## config.mk

```make
export PLATFORM = sky130hd
export DESIGN_NAME = hazard_ctrl
export DESIGN_NICKNAME = d
export VERILOG_FILES = /design/src/rtl/hazard_pkg.sv /design/src/rtl/hazard_src_sel.sv /design/src/rtl/hazard_ctrl.sv
export SDC_FILE = /design/constraint.sdc
export NUM_CORES = 1
export LEC_CHECK = 0
export ABC_AREA = 1
export CORE_MARGIN = 2
export CORE_UTILIZATION = 45
export CTS_BUF_LIST = sky130_fd_sc_hd__clkbuf_4 sky130_fd_sc_hd__clkbuf_8
export CTS_CLUSTER_DIAMETER = 60
export DETAILED_ROUTE_END_ITERATION = 6
export PLACE_DENSITY = 0.77
export SETUP_SLACK_MARGIN = 0.15
export SLEW_MARGIN = 20
export SYNTH_ARGS = -nofsm -noshare
export SYNTH_HDL_FRONTEND = slang
export SYNTH_SLANG_ARGS = --single-unit
```

## constraint.sdc

```tcl
create_clock -name clk -period 1.7 [get_ports clk]
set_input_delay 0.17 -clock clk [delete_from_list [all_inputs] [get_ports clk]]
set_output_delay 0.17 -clock clk [all_outputs]
set_load 0.02 [all_outputs]
```

## src/rtl/hazard_pkg.sv

```systemverilog
// Shared types for the interlock/forwarding controller.
package hazard_pkg;

    localparam int ADR_W_DEF = 5;

    typedef enum logic [1:0] {
        ST_RUN   = 2'd0,
        ST_LDUSE = 2'd1,
        ST_MWAIT = 2'd2
    } state_t;

    // EX entry needs the load flag; older entries only feed forwarding.
    typedef struct packed {
        logic [ADR_W_DEF-1:0] rd;
        logic                 wr;
        logic                 ld;
    } trk_ent_t;

    typedef struct packed {
        logic [ADR_W_DEF-1:0] rd;
        logic                 wr;
    } fwd_ent_t;

    typedef struct packed {
        logic nohit;
        logic idwb;
        logic idma;
        logic idex;
    } hit_t;

    localparam hit_t HIT_NONE = '{nohit: 1'b1, idwb: 1'b0,
                                  idma: 1'b0, idex: 1'b0};

endpackage

```

## src/rtl/hazard_src_sel.sv

```systemverilog
// Per-source compare against the in-flight tracker, youngest match wins.
module hazard_src_sel
    import hazard_pkg::*;
(
    input  logic [ADR_W_DEF-1:0] adr,
    input  logic                 use_rs,
    input  trk_ent_t             ex,
    input  fwd_ent_t             ma,
    input  fwd_ent_t             wb,
    output hit_t                 sel,
    output logic                 ld_hit
);

    logic live;
    logic h_ex;
    logic h_ma;
    logic h_wb;

    assign live = use_rs & (|adr);
    assign h_ex = live & ex.wr & (ex.rd == adr);
    assign h_ma = live & ma.wr & (ma.rd == adr);
    assign h_wb = live & wb.wr & (wb.rd == adr);

    assign sel.idex  = h_ex;
    assign sel.idma  = ~h_ex & h_ma;
    assign sel.idwb  = ~h_ex & ~h_ma & h_wb;
    assign sel.nohit = ~(h_ex | h_ma | h_wb);

    assign ld_hit = h_ex & ex.ld;

endmodule

```

## src/rtl/hazard_ctrl.sv

```systemverilog
// Load-use / memory-wait interlock and registered forwarding selects
// for the EX stage of the 5-stage core.
module hazard_ctrl
    import hazard_pkg::*;
#(
    parameter int ADR_W        = ADR_W_DEF,
    parameter int WAIT_TIMEOUT = 255
) (
    input  logic             clk,
    input  logic             rst,
    input  logic [ADR_W-1:0] rs1_adr_id,
    input  logic [ADR_W-1:0] rs2_adr_id,
    input  logic             use_rs1_id,
    input  logic             use_rs2_id,
    input  logic [ADR_W-1:0] rd_adr_id,
    input  logic             wbk_rd_reg_id,
    input  logic             cmd_ld_id,
    input  logic             jmp_purge,
    input  logic             dmem_busy,
    input  logic             rst_pipe,
    output logic             hit_rs1_idex_ex,
    output logic             hit_rs1_idma_ex,
    output logic             hit_rs1_idwb_ex,
    output logic             nohit_rs1_ex,
    output logic             hit_rs2_idex_ex,
    output logic             hit_rs2_idma_ex,
    output logic             hit_rs2_idwb_ex,
    output logic             nohit_rs2_ex,
    output logic             stall,
    output logic             stall_id,
    output logic             bubble_ex,
    output logic             mem_timeout
);

    localparam logic [7:0] TMO = 8'(WAIT_TIMEOUT);

    trk_ent_t trk_ex;
    trk_ent_t trk_in;
    fwd_ent_t trk_ma;
    fwd_ent_t trk_wb;
    fwd_ent_t ex_fwd;
    hit_t     sel1;
    hit_t     sel2;
    hit_t     hit1_q;
    hit_t     hit2_q;
    logic     ld1;
    logic     ld2;
    logic     ldu;
    logic     en;
    state_t   state_q;
    state_t   state_d;
    logic [7:0] cnt_q;
    logic [7:0] cnt_inc;

    hazard_src_sel u_sel_rs1 (
        .adr    (rs1_adr_id),
        .use_rs (use_rs1_id),
        .ex     (trk_ex),
        .ma     (trk_ma),
        .wb     (trk_wb),
        .sel    (sel1),
        .ld_hit (ld1)
    );

    hazard_src_sel u_sel_rs2 (
        .adr    (rs2_adr_id),
        .use_rs (use_rs2_id),
        .ex     (trk_ex),
        .ma     (trk_ma),
        .wb     (trk_wb),
        .sel    (sel2),
        .ld_hit (ld2)
    );

    // A killed ID instruction can never need its load result.
    assign ldu = (ld1 | ld2) & ~jmp_purge;

    // LDUSE marks that the single bubble for this hazard was issued.
    assign stall     = dmem_busy;
    assign stall_id  = ~dmem_busy & ldu & (state_q != ST_LDUSE);
    assign bubble_ex = stall_id;
    assign en        = ~dmem_busy & ~stall_id;

    assign cnt_inc = (cnt_q == 8'hFF) ? cnt_q : cnt_q + 8'd1;

    always_comb begin
        trk_in.rd = rd_adr_id;
        trk_in.wr = wbk_rd_reg_id;
        trk_in.ld = cmd_ld_id;
        ex_fwd.rd = trk_ex.rd;
        ex_fwd.wr = trk_ex.wr;
    end

    always_comb begin
        state_d = ST_RUN;
        if (dmem_busy) begin
            state_d = ST_MWAIT;
        end else if (stall_id) begin
            state_d = ST_LDUSE;
        end
    end

    always_ff @(posedge clk or posedge rst) begin
        if (rst) begin
            trk_ex      <= '0;
            trk_ma      <= '0;
            trk_wb      <= '0;
            hit1_q      <= HIT_NONE;
            hit2_q      <= HIT_NONE;
            state_q     <= ST_RUN;
            cnt_q       <= '0;
            mem_timeout <= 1'b0;
        end else if (rst_pipe) begin
            trk_ex  <= '0;
            trk_ma  <= '0;
            trk_wb  <= '0;
            hit1_q  <= HIT_NONE;
            hit2_q  <= HIT_NONE;
            state_q <= ST_RUN;
            cnt_q   <= '0;
        end else begin
            state_q <= state_d;
            cnt_q   <= dmem_busy ? cnt_inc : '0;
            if (dmem_busy && (cnt_inc >= TMO)) begin
                mem_timeout <= 1'b1;
            end
            if (en) begin
                trk_ex <= jmp_purge ? '0 : trk_in;
                trk_ma <= ex_fwd;
                trk_wb <= trk_ma;
                hit1_q <= sel1;
                hit2_q <= sel2;
            end else if (!dmem_busy) begin
                trk_ex <= '0;
                trk_ma <= ex_fwd;
                trk_wb <= trk_ma;
            end
        end
    end

    assign hit_rs1_idex_ex = hit1_q.idex;
    assign hit_rs1_idma_ex = hit1_q.idma;
    assign hit_rs1_idwb_ex = hit1_q.idwb;
    assign nohit_rs1_ex    = hit1_q.nohit;
    assign hit_rs2_idex_ex = hit2_q.idex;
    assign hit_rs2_idma_ex = hit2_q.idma;
    assign hit_rs2_idwb_ex = hit2_q.idwb;
    assign nohit_rs2_ex    = hit2_q.nohit;

endmodule

```

==> metrics.md, run 1 <==
| Metric | Value |
|---|---|
| Outcome | finished with violations |
| Failing checks | setup timing |
| Port Buf Inserts | 35 |
| DRT iter0 DRCs | 175 |
| F_max | 0.583 GHz |
| Pins over their slew limit | 0 |
| Relative slew slack | 0.684 |
| Nets | 457 |
| Die area | 6080 um^2 |
| Antenna diode count | 0 |
| Vias in the first global route | 2,366 |
| Via count | 2,542 |
| Post-Syn Instances | 359 |
| Yosys warns | 0 |
| Clock Tree Root | clkbuf_8 |
| Worst setup path category | reg -> out |
| Most used cell, CP | nand2_4 |
| Fin worst setup slack | -0.0160 ns |
| Syn Std Cell Area | 2460 um^2 |
| CTS tree | built |
| WL final | 6750 um |
| Critical-path cell list | inv_1 > a21oi_2 > nand2_2 > nor2_4 > nand3_4 > nand2_4 > nand2_4 > inv_4 > buf_6 |
| Post-route ant nets | 0 |
| Minimum clock period | 1.72 ns |
| Crit-path max FO | 4 |
| Ys async rst share | 1.00 |
| Htree depth | 2 |
| RSZ-0062 raised after global routing | yes |
| Final Hold Viols | 0 |
| Largest net degree at the start of global routing | 26 |
| Required @ worst endpoint | 1.53 ns |
| Commonest non-fill, non-tap cell in the layout | nand2_1 |
| MaxCap Viol Count | 0 |
| Distinct cells, synth | 31 |
| Yosys top cell by area | dfrtp_1 |
| Crit end category | primary output |
| Post-layout util | 0.650 |
| Gpl congestion | 0.956 |
| Seq/Total Area, Yosys | 0.387 |
| Number of detailed-route iterations in the first pass | 5 |
| Vias per cell | 5.06 |
| Max rail drop VDD | 502 uV |
| Core area | 5200 um^2 |
| Worst path arrival time | 1.55 ns |
| Clock Pin Slew Worst Setup and Hold Paths | 0.08 ns |
| Synth Register Bits | 38 |
| Launching point of the worst reg2reg path | ex_fwd[4] |
| Hold buffers post-CTS | 0 |
| Row Count | 26 |
| CP startpoint | ex_fwd[4] |
| Starting Density | 0.473 |
| Die Span Y | 78.0 um |
| Hold Path Class | in -> async |
| Inserted Clock Buffers | 5 |
| Layout cells sized above 1 | 0.227 |
| Post-synth EDFFs | 0 |
| First-pass GRT wire length | 10,900 um |
| Fillers | 481 |
| Pleak | 1.76 nW |
| I/O pins | 36 |
| Worst skew pair latency | 0.29 ns |
| Post-Synthesis Net Count | 384 |
| Setup TNS | -0.0309 ns |
| Area contributors post-synth | dfrtp_1 37%, nand2_1 19%, inv_1 6.4% |
| Critical Path Max Stage Delay | 0.42 ns |
| Initial antenna violation count | 0 |
| CTS Sinks | 38 |
| Top cell type's share of synthesized area | 0.366 |
| Syn avg cell area | 6.86 um^2 |
| GRT Overall Usage | 0.229 |
| Area grow syn2layout | 37.4% |
| Critical path launch point type | flip-flop |
| DPL Wire Length | 5110 um |
| DRC | 0 |
| Final Setup Violations | 2 |
| Clock Tree Buf Depth | 2 |
| Most used DFF post-synth | dfrtp_1 |
| P per Cell Area | 637 nW/um^2 |
| Most frequent cells in the layout | 111 x nand2_1, 39 x inv_1, 35 x nor2_1, 35 x buf_4, 34 x dfrtp_1 |
| Worst-Margin Slew | 0.474 ns |
| GRT overflow | 0 |
| Final period util | 1.01 |
| CP max stage cell | dfrtp_2 |
| Die width | 78.0 um |
| WL/cell | 13.5 um |
| Clk_skew | 0.0109 ns |
==> stage by stage <==
step,total power [mW],setup slack [ns],cell area [um^2],cells,hold WS [ns]
detailed placement,1.36,-0.487,3120,489,0.459
floorplan,1.18,0.214,2460,359,0.261
global route,2.25,-0.0844,3380,502,0.218
global placement,1.36,-0.439,3120,489,0.450
finish,2.15,-0.0160,3380,502,0.186
CTS,2.15,-0.0102,3250,497,0.202
==> registers in the layout, summed over array words and instances (netlist names), 2 cells and up <==
register / cells
cnt_q: 8
trk_wb: 6
state_q: 2
trk_ma: 6
ex_fwd: 6
==> per-layer routing <==
metal / track usage / vias up / wire [um]
met2: 0.381 / 90 / 3260
met4: 0.0825 / 0 / 142
met5: 0 / - / 0
met1: 0.304 / 1169 / 3010
li1: - / 1269 / -
met3: 0.0326 / 14 / 338
==> worst paths after layout <==
check                             endpoint  slack, ns  cells past startpoint
hold / removal                   trk_wb[5]       0.19                      2
max in group asynchronous         cnt_q[5]       0.98                      3
setup / recovery                 bubble_ex      -0.02                      9
min in group clk                 ex_fwd[5]       0.43                      3
hold reg to reg               nohit_rs1_ex       0.47                      2
setup reg to reg           hit_rs2_idwb_ex       0.09                     11
==> layout make-up <==
type | count | area, um^2 | area share
clock buffers | 6 | 82.6 | 0.0244
clock inverters | 1 | 30.0 | 0.00888
inverters | 49 | 186 | 0.0551
multi-input cells | 266 | 1380 | 0.409
flip-flops and latches | 38 | 956 | 0.283
well taps | 70 | 87.6 | 0.0259
repair buffers | 72 | 658 | 0.195
==> Yosys cell counts (all sizes together) (4+ instances only) <==
cell    instances
inv            49
xnor2           4
a21oi          19
nor2           42
nand2         129
o21ai          26
nand3          29
clkbuf          4
dfrtp          36
==> report_power, final <==
group          internal, mW  total [mW]  leakage (nW)  switching [mW]
clock                 0.469       0.788        0.0573           0.318
sequential            0.934       0.963         0.503          0.0284
combinational         0.172       0.404          1.20           0.232
total                  1.58        2.15          1.76           0.579
==> what timing repair did <==
action,in CTS,in global routing
setup buffers,1,4
resized for setup,20,31
setup endpoints to repair,13,20
gates cloned,0,1
pin swaps,0,12
==> kinds of logic after synthesis <==
family | share of synthesized area
AND/OR/NAND/NOR | 0.390
adder cells (fa/ha/maj) | 0.00508
AO/OA/AOI/OAI | 0.104
XOR/XNOR | 0.0249
buffers and inverters | 0.0889
flip-flops | 0.387
==> critical path, delay by kind of cell (launching register included) <==
family	cells	cell delay, ns
and+or+nand+nor	5	0.45
AOI/OAI and AO/OA	1	0.14
buffers and inverters	3	0.25
DFF	1	0.42
Note: power is estimated with default switching activity, not from simulation.
==> inputs of run 2 (changes only) <==
- DONT_BUFFER_PORTS: default -> 1
- PLACE_DENSITY: 0.77 -> 0.69
==> run 2 against run 1 <==
Effect of this change: the run now ends clean; worst setup slack gained 0.037 ns; critical path type unchanged; clock power is 0.5% higher; global-route usage fell by 1.6 points; worst hold slack worse by 0.17 ns; largest power group unchanged; highest routed layer unchanged; final area fell by 16%; core utilization shrank 10 points.
==> metrics.md, run 2 (same netlist as run 1, synthesis figures left out) <==
| Metric | Value |
|---|---|
| Outcome | finished, final reports clean |
| Top reg by flops | cnt_q |
| Placed cell area | 2530 um^2 |
| Reg power frac | 0.475 |
| Largest net degree at the start of global routing | 39 |
| P per Cell Area | 714 nW/um^2 |
| Vias in the first global route | 2,187 |
| Port Buf Inserts | 0 |
| GRT overflow | 0 |
| Setup WS pre-CTS | 0.139 ns |
| Gpl congestion | 0.997 |
| Minimum clock period | 1.68 ns |
| Design area | 2840 um^2 |
| Hold_sp | rd_adr_id[0] |
| Clock Tree Buf Depth | 2 |
| Hold Path Class | in -> reg |
| DRT iter0 DRCs | 157 |
| Antenna diode count | 0 |
| Clk_skew | 0.00586 ns |
| R2r endpoint | hit_rs1_idex_ex |
| Number of detailed-route iterations in the first pass | 5 |
| Max rail drop VDD | 424 uV |
| Htree depth | 2 |
| Clock Pin Slew Worst Setup and Hold Paths | 0.07 ns |
| Launching point of the worst reg2reg path | ex_fwd[5] |
| R2R Setup Slk | 0.06 ns |
| Crit end category | primary output |
| Clock share of power | 0.390 |
| Inserted Clock Buffers | 5 |
| Most frequent cells in the layout | 116 x nand2_1, 38 x inv_1, 36 x nor2_1 |
| Final Setup Violations | 0 |
| Die width | 78.0 um |
| CTS Sinks | 38 |
| Post-route ant nets | 0 |
| Combinational Power Share | 0.134 |
| Min-Delay Endpoint | ex_fwd[1] |
| RSZ-0062 raised after global routing | yes |
| Worst path arrival time | 1.51 ns |
| Internal power | 1.50 mW |
| Final Hold Viols | 0 |
| Initial antenna violation count | 0 |
| Critical path launch point type | flip-flop |
| DRC | 0 |
| Relative slew slack | 0.658 |
| Layout cells sized above 1 | 0.187 |
| Nets | 400 |
| CTS tree | built |
| Fin worst setup slack | 0.0210 ns |
| Area grow syn2layout | 15.4% |
| Via count | 2,312 |
| Switching Power | 532 uW |
| WL final | 6210 um |
| Crit-path max FO | 5 |
| Final period util | 0.988 |
| FF-to-FF path depth | 14 |
| Worst setup path category | reg -> out |
| Pleak | 1.44 nW |
| F_max | 0.596 GHz |
| I/O pins | 36 |
| Row Count | 26 |
| GRT Overall Usage | 0.213 |
| DPL Wire Length | 4420 um |
| Switch share | 0.262 |
| First-pass GRT wire length | 10,300 um |
| Core area | 5200 um^2 |
| Required @ worst endpoint | 1.53 ns |
| MaxCap Viol Count | 0 |
| Pwr Total | 2.03 mW |
| Die area | 6080 um^2 |
| Starting Density | 0.473 |
| Clock Tree Root | clkbuf_8 |
| Worst skew pair latency | 0.29 ns |
| Pins over their slew limit | 0 |
| Commonest non-fill, non-tap cell in the layout | nand2_1 |
| Hold depth | 2 |
| Worst-Margin Slew | 0.512 ns |
| Max FFs per register | 8 |
| Die Span Y | 78.0 um |
| Vias per cell | 5.20 |
| WL/cell | 14.0 um |
| Post-layout util | 0.546 |
run 2: repair_timing:
action | in CTS | in global routing
hold endpoints to repair | 49 | 0
gates cloned | 0 | 1
setup buffers | 4 | 6
hold buffers | 3 | 0
endpoints found under the setup margin | 3 | 21
resized for setup | 7 | 22
pin swaps | 5 | 13
run 2: layout make-up:
cell class              count  area, um^2
fillers                   507        2360
multi-input cells         266        1370
flip-flops and latches     38         957
inverters                  49         188
repair buffers             15         128
well taps                  70        87.6
clock buffers               6        82.6
clock inverters             1        30.0
run 2: how the worst max path moves through the flow:
stage,from,endpoint,slack (ns)
6_report,ex_fwd[5],bubble_ex,0.02
4_1_cts,ex_fwd[5],bubble_ex,-0.03
2_1_floorplan,ex_fwd[4],stall_id,0.21
3_5_place_dp,cnt_q[0],mem_timeout,0.14
3_3_place_gp,ex_fwd[5],bubble_ex,0.17
5_1_grt,ex_fwd[5],stall_id,-0.06
run 2: metrics by stage:
step	setup TNS [ns]	cells	hold WS, ns
after detailed placement	0	424	0.213
after CTS	-0.0603	438	0.0115
final	0	445	0.0150
after global placement	0	424	0.208
after floorplan	0	359	0.261
after global routing	-0.199	445	0.00598
run 2: layer usage:
metal / global-route usage / vias up / share of wire
met3: 0.0430 / 7 / 0.063
met4: 0.0596 / 0 / 0.012
met2: 0.327 / 95 / 0.47
met5: 0 / - / 0
met1: 0.304 / 1059 / 0.45
li1: - / 1151 / -
run 2: critical path, cell delays in order, from the launching register on:
cell        delay, ns
dfrtp_2          0.44
inv_2            0.07
nand2_2          0.04
nand2_2          0.07
nand2_2          0.06
nor2_4           0.12
nand3_4          0.08
nand2_4          0.09
nand2_4          0.06
clkinvlp_4       0.17
run 2: power by group through the flow:
stage               registers, mW  clock network (mW)  logic (mW)
detailed placement          0.982                   0       0.244
global route                0.970               0.846       0.313
CTS                         0.964               0.809       0.261
global placement            0.981                   0       0.240
floorplan                   0.975                   0       0.204
finish                      0.965               0.792       0.273
==> patch 1, RTL diff (config.mk and constraints of run 1) <==
`ADR_W_DEF`: 5 -> 6.
--- a/src/rtl/hazard_pkg.sv
+++ b/src/rtl/hazard_pkg.sv
@@ -2,5 +2,5 @@
 package hazard_pkg;
 
-    localparam int ADR_W_DEF = 5;
+    localparam int ADR_W_DEF = 6;
 
     typedef enum logic [1:0] {
Interface: changed (resized rd_adr_id, rs1_adr_id and rs2_adr_id); port bits go from 36 to 39. The function was not compared with the original's and may differ.
==> patch 1 against run 1 <==
The run still ends with setup timing left; total power increased by 12%; clock power increased by 6.9%; setup slack got worse by 0.014 ns; cell count is 24% higher; fmax down 0.82%; cell area increased by 21%; sequential power is 8% higher; sequential cell count increased by 3; die area rose by 18%; register-to-register slack worse by 0.02 ns; area after synthesis up 19%; routed wire length up 28%; critical path type unchanged; critical endpoint unchanged; largest cell class unchanged.
==> patch 1: results (changes against run 1) <==
Synthesis
  – Sequential-to-total area share from yosys stat: 0.3522 (-0.03501)
  – Synth unique cells: 33 (+6.5%)
  – Synthesized Nets: 471 (+23%)
  – Gate Count Post-Synth: 443 (+23%)
  – Async SR Flop Fraction: 1.000 (unchanged)
  – Top post-synthesis cells by area: dfrtp_1, nand2_1, nor2_1
  – Warnings, synthesis: 0 (unchanged)
  – Ys flop type: dfrtp_1
  – Top cells by count, synth: nand2_1, nor2_1, dfrtp_1, inv_1, nand3_1

Setup path
  – Critical Path Start: ex_fwd[5]$_DFFE_PP0P_
  – End of the worst register-to-register path: ex_fwd[2]$_DFFE_PP0P_
  – WP data arrival: ~1.6 ns
  – R2R Setup Slk: 0.07 ns (-0.02 ns)
  – Worst setup path endpoint: bubble_ex
  – Reg2Reg Depth: 12 (+1)
  – CP Max Fanout: 4 (unchanged)

Timing
  – Clock Skew: 0.009245 ns (-0.001640 ns)
  – WHS: 0.2100 ns (+0.02375 ns)
  – Final Setup Violations: 2 (unchanged)
  – Worst-margin pin slew: 0.6394 ns (+0.1658 ns)
  – Max Slew Vio Count: 0 (unchanged)
  – Final WS setup: -0.03017 ns (-0.01422 ns)

Status
  – Outcome: finished with violations
  – Failing checks: setup timing

Detailed routing
  – DR iter-0 viols: 313 (+79%)
  – Drt via density: 5.153 (+1.8%)
  – Drt wl/cell: 13.90 µm (+3.4%)
  – Drt first pass iters: 5 (unchanged)

Clocking
  – CTS max path bufs: 2 (unchanged)
  – Total clock buffers created by CTS: 5 (unchanged)
  – CTS HTree Levels: 2 (unchanged)
  – CTS clk-pin slew, worst paths: 0.08 ns (about the same)
  – Clk_lat worst skew: 0.31 ns (+0.02 ns)
  – Root buffer cell: clkbuf_8

Layout
  – Top reg by flops: cnt_q
  – Max reg flops: 8 (unchanged)
  – Layout cells sized above 1: 0.2868 (+0.05991)
  – Layout Nets: 571 (+25%)
  – Cell Count, Final, Fillers Out: 621 (+24%)
  – Fillers: 544 (+13%)
  – Diode count: 0 (unchanged)

Global route
  – Largest net degree at the start of global routing: 42 (+62%)
  – Initial antenna violation count: 0 (unchanged)
  – Total GRT Usage: 0.2454 (+0.01643)
  – Vias in the first global route: 3065 (+30%)
  – First-pass GRT wire length: 13970 µm (+28%)

Place
  – Port Buffers: 38 (+8.6%)
  – DP HPWL: 6523 µm (+28%)
  – Placer Congestion: 1.019 (+6.6%)
  – Total placed cells including tap cells: 603 (+23%)
  – Placed Area: 0.003767 mm² (+21%)

Power and ir drop
  – Leakage: 2.066 nW (+17%)
  – Peak supply drop: 0.7408 mV (+48%)

Hold path
  – Hold Path Class: in -> async
==> patch 1: changes by cell type in the layout (fill, tap and decap cells not counted), moves of 8 or more <==
cell	run 1	this run
nand2_1	111	143
buf_4	35	60
nor2_1	35	50
inv_2	9	21
nand2_2	13	22
nand3_1	24	32
o21ai_2	1	9
==> patch 1: cells by family after synthesis <==
kind of cell | share of synthesized area
DFF | 0.3522
and+or+nand+nor | 0.4267
xor gates and xnor gates | 0.02099
adders and majority gates | 0.004284
buffers and inverters | 0.09768
AOI/OAI and AO/OA | 0.09812
==> patch 1: layer usage <==
metal	share of wire	vias up	global-route usage
met4	0.028	0	0.09812
met3	0.048	19	0.03048
li1	-	1584	-
met2	0.51	105	0.4281
met5	0	-	0
met1	0.42	1492	0.3082
==> patch 1: where the power goes <==
group	switching (W)	internal (W)
Sequential	0.0000319	0.00101
Combinational	0.000295	0.000232
Clock	0.000364	0.000478
==> patch 1: worst min-delay path by stage <==
stage	from	endpoint	cells past startpoint
after floorplan	wbk_rd_reg_id	ex_fwd[0]$_DFFE_PP0P_	2
after global placement	mem_timeout$_DFFE_PP0P_	mem_timeout$_DFFE_PP0P_	2
after detailed placement	mem_timeout$_DFFE_PP0P_	mem_timeout$_DFFE_PP0P_	2
after CTS	rst	hit_rs1_idma_ex$_DFFE_PP0P_	3
after global routing	rst	trk_wb[0]$_DFFE_PP0P_	3
final	rst	hit_rs1_idma_ex$_DFFE_PP0P_	3
==> patch 1: repair_timing <==
item | in CTS | in global routing
gates resized for setup | 29 | 23
endpoints found under the setup margin | 23 | 20
buffers inserted | 1 | 7
pin swaps | 5 | 15
gates cloned | 2 | 0
==> patch 1: metrics by stage <==
| step | total power, W | setup TNS, ns | util | setup slack (ns) |
|---|---|---|---|---|
| 5_1_grt | 0.002495 | -0.2080 | 0.6478 | -0.1002 |
| 4_1_cts | 0.002392 | -0.1126 | 0.6264 | -0.05657 |
| 2_1_floorplan | 0.001315 | 0 | - | 0.1844 |
| 3_5_place_dp | 0.001554 | -3.143 | 0.5967 | -0.4680 |
| 3_3_place_gp | 0.001542 | -2.745 | 0.5967 | -0.4548 |
| 6_report | 0.002407 | -0.06019 | 0.6478 | -0.03017 |
==> patch 1: layout make-up <==
type	count	area [µm²]	share of cell area
well taps	77	96.34	0.02355
multi-input cells	333	1724	0.4215
inverters	61	232.7	0.05690
flip-flops and latches	41	1036	0.2533
clock inverters	2	37.54	0.009177
clock buffers	6	82.58	0.02019
repair buffers	101	880.8	0.2154
==> patch 1: critical path, cell delays in order (launching register included) <==
cell,delay [ns]
dfrtp_2,0.45
inv_2,0.09
nand2_2,0.05
nand2_2,0.06
nand2_1,0.06
nor2_1,0.13
nand3_2,0.10
nand2_4,0.08
nand2_4,0.05
inv_4,0.06
buf_6,0.10
==> patch 2, RTL diff (settings of run 1) <==
Without the edit above. Make the reset (`rst`) synchronous in one clocked block.
--- a/src/rtl/hazard_ctrl.sv
+++ b/src/rtl/hazard_ctrl.sv
@@ -101,5 +101,5 @@
     end
 
-    always_ff @(posedge clk or posedge rst) begin
+    always_ff @(posedge clk) begin
         if (rst) begin
             trk_ex      <= '0;
Behaviour: differs if rst is asserted again (counterexample within 4 cycles, from zero or initial values and one cycle with rst high); with rst held inactive, the same outputs for 4 cycles.
==> patch 2 against run 1 <==
Area after synthesis down 16%; setup slack better by 0.060 ns; sequential cell count unchanged; routed wire length down 15%; count of clock-buffer cells in the layout down 1; combinational power down 31%; total power down 17%; cell area down 13%; register-to-register slack about the same; clock skew about the same; critical path type unchanged; highest routed layer unchanged.
==> patch 2: results (changes against run 1) <==
Status
  – Outcome: finished, final reports clean

Synthesis
  – Top cells by count, synth: nand2_1, nor2_1, inv_1
  – Synthesized Nets: 345 (-10%)
  – Synth unique cells: 26 (-16%)
  – Sequential-to-total area share from yosys stat: 0.3689 (-0.01826)
  – Synth Area in Compound Gates: 0.1377 (+0.03358)
  – Ys flop type: dfxtp_1
  – Top post-synthesis cells by area: dfxtp_1, nand2_1, nor2_1
  – Synth Area in XOR/XNOR: 0.04248 (+0.01758)
  – Async SR Flop Fraction: 0 (-1.000)
  – Synth Area in Adders: 0.006068 (+0.0009867)

Global route
  – Total GRT Usage: 0.2336 (+0.004587)
  – Largest net degree at the start of global routing: 23 (-12%)
  – Vias in the first global route: 2139 (-9.6%)
  – First-pass GRT wire length: 9473 µm (-13%)

Timing
  – Clock Skew: 0.01100 ns (+0.0001101 ns)
  – Setup TNS: 0 ns (+0.03092 ns)
  – WHS: 0.4427 ns (+0.2564 ns)
  – Slew HR: 0.7047 (+0.02072)

Place
  – Place WS: -0.4580 ns (+0.02907 ns)
  – DP HPWL: 4024 µm (-21%)
  – Total placed cells including tap cells: 429 (-12%)
  – Placed Area: 0.002649 mm² (-15%)
  – Placer Congestion: 0.9253 (-3.2%)

Power and ir drop
  – P_clk: 0.000590 W (-25%)
  – Peak supply drop: 0.4626 mV (-7.8%)
  – Comb pwr share: 0.156 (-0.032)
  – Leakage: 1.370 nW (-22%)
  – Logic power comb: 0.000279 W (-31%)
  – Internal power: 0.001313 W (-17%)

Layout
  – Count of plain and timing-repair buffers: 71 (-1.4%)
  – Layout cells sized above 1: 0.2245 (-0.002362)
  – FF/Latch Area: 768.2 µm² (-20%)
  – Multi-input gates: 231 (-13%)
  – Layout Nets: 417 (-8.8%)
  – Final clock-cell share: 0.02687 (-0.006418)
  – Multi-input gate share of total cell area: 0.4132 (+0.004564)
  – Signal inverters: 45 (-8.2%)

Setup path
  – Critical Path Start: ex_fwd[1]$_SDFFE_PP0P_
  – Max incr delay on CP: 0.34 ns (-0.08 ns)
  – Reg2Reg Depth: 14 (+3)
  – End of the worst register-to-register path: hit_rs2_idex_ex$_SDFFE_PP0P_

Detailed routing
  – DR iter-0 viols: 117 (-33%)
  – Drt wl/cell: 12.95 µm (-3.7%)
[patch 2: cell types whose count changed in the layout (fill, tap and decap cells not counted), sizes merged, moves of 7 or more]
cell / change
a21oi: +9
dfrtp: -36
dfxtp: +38
nand2: -36
nand3: -9
o21ai: -7
[patch 2: layer usage]
metal / part of all wire / GRT usage / wire length, µm / vias up
met5: 0 / 0 / 0 / -
met4: 0.0080 / 0.05451 / 46 / 0
met3: 0.046 / 0.05204 / 263 / 6
met2: 0.50 / 0.4095 / 2853 / 56
met1: 0.45 / 0.2916 / 2586 / 1012
li1: - / - / - / 1158
[patch 2: critical path: cells and delay by family, from the launching register on]
kind          cells  cell delay [ns]
simple gates      8             0.64
flops             1             0.34
buf+inv           3             0.23
[patch 2: timing repair]
item / in CTS / in global routing
cloned: 2 / 0
resized for setup: 37 / 27
pin swaps: 12 / 15
endpoints found under the setup margin: 19 / 18
setup buffers: 5 / 1
